<file path="config.mk">
export PLATFORM = sky130hd
export DESIGN_NAME = tag_req_queue
export DESIGN_NICKNAME = d
export VERILOG_FILES = /design/src/rtl/tag_req_queue.sv
export SDC_FILE = /design/constraint.sdc
export NUM_CORES = 1
export LEC_CHECK = 0
export CORE_ASPECT_RATIO = 2
export CORE_MARGIN = 2
export CORE_UTILIZATION = 55
export DETAILED_ROUTE_END_ITERATION = 16
export GPL_TIMING_DRIVEN = 0
export MAX_ROUTING_LAYER = met4
export PLACE_DENSITY_LB_ADDON = 0.2
export SETUP_SLACK_MARGIN = 0.02
export SLEW_MARGIN = 20
export SYNTH_ARGS = -nofsm -noshare
export SYNTH_HDL_FRONTEND = slang
export SYNTH_SLANG_ARGS = --single-unit
</file>
<file path="constraint.sdc">
create_clock -name clk -period 20.9 [get_ports clk]
set_clock_uncertainty 0.2 [all_clocks]
set_input_delay 3.135 -clock clk [delete_from_list [all_inputs] [get_ports clk]]
set_output_delay 3.135 -clock clk [all_outputs]
set_load 0.01 [all_outputs]
</file>
<file path="src/rtl/tag_req_queue.sv">
// tag_req_queue
// Tracks outstanding DRAM-cache tag reads. Each accepted host request is
// stored in a circular buffer and, in parallel, issued once on the AXI AR
// channel through a single holding register. R beats accepted by the tag
// comparator retire the head entry, which is presented registered on
// fifo_data_o so the comparator sees a stable value.
//
// Ports
//   clk          single clock, rising edge
//   rst_n        asynchronous active-low reset
//   req_valid_i  host request valid
//   req_ready_o  host request ready (combinational)
//   req_data_i   {write flag, id[15:0], byte address[63:0]}
//   arvalid_o    AXI AR valid
//   arready_i    AXI AR ready
//   araddr_o     AXI AR address, tag-aligned (low byte zero)
//   rvalid_i     AXI R valid (observed)
//   rready_i     AXI R ready from tag comparator (observed)
//   fifo_data_o  registered head entry, zero when empty
//   empty_o      no entries held
//   full_o       DEPTH entries held
//   count_o      number of entries held
//   underflow_o  sticky: R beat seen while empty
module tag_req_queue #(
    parameter int DEPTH = 8
) (
    input  logic                       clk,
    input  logic                       rst_n,
    input  logic                       req_valid_i,
    output logic                       req_ready_o,
    input  logic [80:0]                req_data_i,
    output logic                       arvalid_o,
    input  logic                       arready_i,
    output logic [63:0]                araddr_o,
    input  logic                       rvalid_i,
    input  logic                       rready_i,
    output logic [80:0]                fifo_data_o,
    output logic                       empty_o,
    output logic                       full_o,
    output logic [$clog2(DEPTH):0]     count_o,
    output logic                       underflow_o
);

    localparam int PW = $clog2(DEPTH);
    localparam int CW = PW + 1;

    logic [80:0]   mem_q [DEPTH];
    logic [PW-1:0] wr_ptr_q, wr_ptr_d;
    logic [PW-1:0] rd_ptr_q, rd_ptr_d;
    logic [CW-1:0] count_q, count_d;
    logic          arvalid_q, arvalid_d;
    logic [63:0]   araddr_q, araddr_d;
    logic [80:0]   head_q, head_d;
    logic          underflow_q, underflow_d;

    logic push;
    logic r_beat;
    logic pop;

    assign full_o      = (count_q == CW'(DEPTH));
    assign empty_o     = (count_q == '0);
    // A stalled AR holds the only address slot, so nothing new may enter.
    assign req_ready_o = !full_o && !(arvalid_q && !arready_i);
    assign push        = req_valid_i && req_ready_o;
    assign r_beat      = rvalid_i && rready_i;
    assign pop         = r_beat && !empty_o;

    assign arvalid_o   = arvalid_q;
    assign araddr_o    = araddr_q;
    assign fifo_data_o = head_q;
    assign count_o     = count_q;
    assign underflow_o = underflow_q;

    always_comb begin
        wr_ptr_d    = wr_ptr_q;
        rd_ptr_d    = rd_ptr_q;
        count_d     = count_q;
        arvalid_d   = arvalid_q;
        araddr_d    = araddr_q;
        underflow_d = underflow_q;
        head_d      = '0;

        if (push) begin
            wr_ptr_d = wr_ptr_q + PW'(1);
        end
        if (pop) begin
            rd_ptr_d = rd_ptr_q + PW'(1);
        end
        case ({push, pop})
            2'b10:   count_d = count_q + CW'(1);
            2'b01:   count_d = count_q - CW'(1);
            default: count_d = count_q;
        endcase

        if (r_beat && empty_o) begin
            underflow_d = 1'b1;
        end

        // A new accept reloads the holding register even on the edge the
        // previous address handshakes, keeping AR back-to-back.
        if (push) begin
            arvalid_d = 1'b1;
            araddr_d  = {req_data_i[63:8], 8'h00};
        end else if (arvalid_q && arready_i) begin
            arvalid_d = 1'b0;
        end

        // The next head is being written this same edge only when the
        // queue is (or becomes) otherwise empty, so bypass the write data.
        if (count_d == '0) begin
            head_d = '0;
        end else if (push && (wr_ptr_q == rd_ptr_d)) begin
            head_d = req_data_i;
        end else begin
            head_d = mem_q[rd_ptr_d];
        end
    end

    always_ff @(posedge clk) begin
        if (push) begin
            mem_q[wr_ptr_q] <= req_data_i;
        end
    end

    always_ff @(posedge clk or negedge rst_n) begin
        if (!rst_n) begin
            wr_ptr_q    <= '0;
            rd_ptr_q    <= '0;
            count_q     <= '0;
            arvalid_q   <= 1'b0;
            araddr_q    <= '0;
            head_q      <= '0;
            underflow_q <= 1'b0;
        end else begin
            wr_ptr_q    <= wr_ptr_d;
            rd_ptr_q    <= rd_ptr_d;
            count_q     <= count_d;
            arvalid_q   <= arvalid_d;
            araddr_q    <= araddr_d;
            head_q      <= head_d;
            underflow_q <= underflow_d;
        end
    end

endmodule

</file>
Yosys cells after proc, flatten, opt, wreduce, memory -nomap -nowiden
Memories as Yosys holds them, arrays and structs flattened.
Index checks and enable logic that the tools add are counted.
- RAM bits: 648
- register bits after elaboration: 149
- bits of input ports: 87
- memories: 1
- word-level logic and storage cells: 39
- memory list (memory ; depth ; bits a word ; read ports ; clocked after Yosys merged registers in ; wr ports ; line ; RTL):
    mem_q ; 8 ; 81 ; 1 ; 0 ; 1 ; 47 ; logic [80:0] mem_q [DEPTH];
- mux-type cells: 8
- eq/ne operators: 4
- reduce and logical (&&, ||, !) cells: 15
- add/sub/neg operators: 4
- operator list (operator ; number):
    two-way mux 81 bit ; 2
    logical AND 1 bit ; 8
    zero test 4 bit ; 2
    case mux 4 bit (2 select lines) ; 1
    adder 3 x 1 -> 3 bit, second input constant ; 2
    adder 4 x 1 -> 4 bit, second input constant ; 1
    equality test 4 bit, second input constant ; 1
    zero test 1 bit ; 4
    two-way mux 1 bit ; 4
    subtractor 4 x 1 -> 4 bit, second input constant ; 1
    equality test 3 bit ; 1
    two-way mux 3 bit ; 1
    equality test 2 x 1 -> 1 bit, second input constant ; 1
    equality test 2 bit, second input constant ; 1
    nonzero test 2 bit ; 1

Logic depth before layout (Yosys ltp)
- depth after elaboration: 9
- gate-level depth with buffers: 17

Worst setup path before layout
OpenSTA, ideal clock, no wires.
- path kind: input port to flip-flop
- from: input port arready_i
- to: memory mem_q[1][0], enable pin
- slack: 7.816 ns
- arrival time: 12.135 ns
- required time: 19.951 ns
- cell stages on the path: 6
- cell sequence: inv_1 > a21oi_1 > and2_1 > buf_2 > inv_2 > nor4b_1
- longest elaborated chain between the ends: 7
- RTL lines (element ; line ; RTL):
    from (decl) ; 33 ; input logic arready_i,
    zero test 1 bit ; 63 ; assign req_ready_o = !full_o && !(arvalid_q && !arready_i);
    logical AND 1 bit ; 63 ;
    zero test 1 bit ; 63 ;
    logical AND 1 bit ; 63 ;
    net req_ready_o ; 30 ; output logic req_ready_o,
    logical AND 1 bit ; 64 ; assign push = req_valid_i && req_ready_o;
    two-way mux 1 bit ; 120 ; if (push) begin
    two-way mux 1 bit (implied by the code) ; 121 ; mem_q[wr_ptr_q] <= req_data_i;
    to (decl) ; 47 ;
The timed path passes the listed nets, and every way through them passes these cells.

Worst setup path after layout
- from: input port arready_i
- to: register head_q[29] (netlist: fifo_data_o[29])
- longest elaborated chain between the ends: 9
- RTL lines (element ; line ; RTL):
    zero test 1 bit * ; 63 ;
    logical AND 1 bit * ; 63 ;
    zero test 1 bit * ; 63 ;
    logical AND 1 bit * ; 63 ;
    logical AND 1 bit * ; 64 ;
    equality test 2 x 1 -> 1 bit or equality test 2 bit (tied branches) ; 89 ; case ({push, pop})
    case mux 4 bit (2 select lines) ; 89 ;
    zero test 4 bit ; 110 ; if (count_d == '0) begin
    two-way mux 81 bit * ; 110 ;
    net head_d[29] ; 53 ; logic [80:0] head_q, head_d;
    to (signal assigned) ; 132 ; head_q <= '0;
    to (signal assigned) ; 140 ; head_q <= head_d;
    to (decl) ; 53 ;
Mark *: on every way through the listed nets, which the timed path passes. The rest lies on a longest branch.
A chain may end at the register's enable or synchronous reset.

==> flow_metrics.tcl <==
set metrics [dict create \
    status "completed" \
    ys_seq_area_share_pct 63.5 \
    cap_violations 0 \
    synth_area_sq_um 36500 \
    cp_data_required_time_ns 21.17 \
    rsz0062_at_grt "false" \
    num_vias 24700 \
    timing.critical_path.buf_inv 7 \
    cellPowerDensity_nw_per_um2 149 \
    finalNonFillerCells 3878 \
    dr.pass1.iters 5 \
    critical_path.slowest_cell "buf_1" \
    max_stage_delay_ns 0.77 \
    n_antenna_cell 0 \
    grt_max_degree 77 \
    yosysTopAreaCellShare_pct 53.3 \
    nets 3039 \
    die_y_microns 368 \
    drive_above_1_share_pct 12.9 \
    drtIter0Drc 2230 \
    synth_ff_type "edfxtp_1" \
    cp.arrival_ns 8.20 \
    clk_latency_ns 0.65 \
    grt_pass1_vias 26000 \
    dieArea_sq_um 68600 \
    path_cells "clkdlybuf4s50_1, inv_1, a21oi_1, and2_1, buf_2, inv_2, clkbuf_1, ha_1, xor2_1, ha_1, a21oi_1, xor2_1, nor2_1, xnor2_1, and4b_1, buf_1, clkbuf_1, a311oi_2" \
    avgSynthCellArea_sq_um 14.4 \
    fmax_mhz 126 \
    ios 241 \
    grt_usage_pct 31.9 \
    maxSlewHeadroom_pct 29.0 \
    finalSetupViolations 0 \
    core_area_sq_um 65700 \
    rows 133 \
    die_width_microns 186 \
    clock_path_buffers 3 \
    end_kind "register" \
    ant_nets 0 \
    min_period_ns 7.93 \
    path_class "in -> reg" \
    grt_overflow 0 \
    drc_errors 0 \
    yosys_warnings 0 \
    ir_worst_vdd_mv 0.107 \
    tightest_slew_ns 1.06 \
    numPortBuffers 232 \
    cts.sinks 797 \
    ys_ff_latch 797 \
    min_path_type "reg -> reg" \
    synth_area_leaders "edfxtp_1 (53%), mux2i_1 (18%), dfrtp_1 (10%)" \
    place_congestion 0.826 \
    dp_hpwl_microns 74200 \
    antenna_found_initial 0 \
    fin_crit_sh_pct 37.9 \
    clk_transition_reported_paths_ns 0.07 \
    post_cts_resized 0 \
    wl_microns 105000 \
    area_growth_pct 18.7 \
    finalPower_w 0.00647 \
    start_util_pct 55.6 \
    setup_tns_ns 0 \
    vias_per_cell 6.37 \
    grt_pass1_wl_microns 156000 \
    hold_viol 0 \
    wl_per_cell_microns 27.1 \
    synth_cells 2538 \
    yosysTopAreaCell "edfxtp_1" \
    r2r_slack_ns 15.16 \
    cp_max_fo 11 \
    critPathTopFamily "buffers and inverters" \
    synth_commonest_cells "edfxtp_1 (648), mux2i_1 (646), a22oi_1 (322), nand2_1 (178), nand3_1 (160)" \
    finalMaxSlewViolations 0 \
    post_synth_num_cell_types 43 \
    htree_levels 3 \
    fill_cells 4659 \
    p_leak_nw 16.7 \
    post_cts_buffers 0 \
    cts_made_buffers 70 \
    synth-edff-count 648 \
    critPathLaunchType "primary input" \
    dpl.cell_count 3752 \
    cts_root_buf "clkbuf_16" \
    yosysMostFrequentCell "edfxtp_1" \
    synthArstFlopShare_pct 18.7 \
    hold_buffers 0 \
    cts_tree "yes" \
]
## layer usage
layer  up-vias  global-route usage, %  part of all wire, %
met3       342                   4.34                  6.5
li1      10700                      -                    -
met1     12400                   34.7                   35
met2      1194                   55.6                   53
met5         -                      -                    0
met4         0                   17.5                  5.6
## registers in the layout, summed over array words and instances, names as in the netlist
register,cells
mem_q,648
rd_ptr_q,3
count_o,4
fifo_data_o,81
arvalid_o,1
araddr_o,56
underflow_o,1
wr_ptr_q,3
## final timing paths
| check | cells after the start | endpoint | start |
|---|---|---|---|
| worst max-delay path | 18 | fifo_data_o[29] | arready_i |
| worst max register to register | 17 | fifo_data_o[29] | count_o[1] |
| min in group asynchronous | 1 | araddr_o[16] | rst_n |
| max in group asynchronous | 2 | fifo_data_o[69] | rst_n |
| worst min register to register | 1 | underflow_o | underflow_o |
| worst min-delay path | 1 | underflow_o | underflow_o |
## layout by cell type (no fill, tap or decap), types with 3 or more instances in the layout
cell type and count:
a21oi_1 3, a22oi_1 322, a311oi_2 80, buf_1 5
buf_16 3, buf_2 77, buf_4 67, buf_6 26
bufinv_16 11, clkbuf_1 134, clkbuf_16 76, clkbuf_8 7
clkdlybuf4s50_1 231, clkinv_1 5, clkinv_2 13, clkinvlp_4 3
conb_1 8, dfrtp_1 149, edfxtp_1 648, ha_1 5
inv_1 4, mux2i_1 646, nand2_1 178, nand2b_1 4
nand3_1 160, nor2_1 82, nor3_2 4, nor4b_1 3
xnor2_1 5, xor2_1 5
## cells by family (layout without fill, tap and decap cells)
logic type               count (synthesis)  in the layout  share of synthesized area (%)
AO/OA/AOI/OAI                          411            411                           10.1
XOR/XNOR                                12             12                          0.363
adder cells (fa/ha/maj)                  5              5                          0.171
buffers and inverters                  216            672                           2.69
flip-flops                             797            797                           63.5
multiplexers                           647            647                           17.8
other                                    1              8                         0.0103
AND/OR/NAND/NOR                        449            449                           5.44
## stage by stage
| stage | hold WS, ns | instance area (sq um) | setup WS [ns] | util, % |
|---|---|---|---|---|
| 4_1_cts | 0.266 | 43400 | 13.13 | 66.0 |
| 6_report | 0.266 | 43400 | 12.97 | 66.0 |
| 5_1_grt | 0.299 | 43400 | 12.79 | 66.0 |
| 3_3_place_gp | 0.242 | 40000 | -0.308 | 60.8 |
| 3_5_place_dp | 0.251 | 40900 | 12.47 | 62.2 |
| 2_1_floorplan | 0.293 | 36600 | 7.82 | - |
## final cells by class
class                      count  area, sq um  share of cell area, %
clock inverter                36          470                   1.08
timing repair buffer         330         3170                   7.31
tap                          877         1100                   2.53
sequential                   797        23200                   53.5
inverter                       7         27.5                 0.0635
multi-input combinational   1532        12400                   28.7
buffer                       209          956                   2.20
clock buffer                  90         2020                   4.67
## where the power goes
group / total [W] / internal (W) / leakage, nW / switching, W
Clock: 0.00141 / 0.000823 / 1.23 / 0.000591
Combinational: 0.00292 / 0.00122 / 7.79 / 0.00170
Sequential: 0.00213 / 0.00201 / 7.65 / 0.000123
Total: 0.00647 / 0.00405 / 16.7 / 0.00242
(Power assumes the default switching activity.)
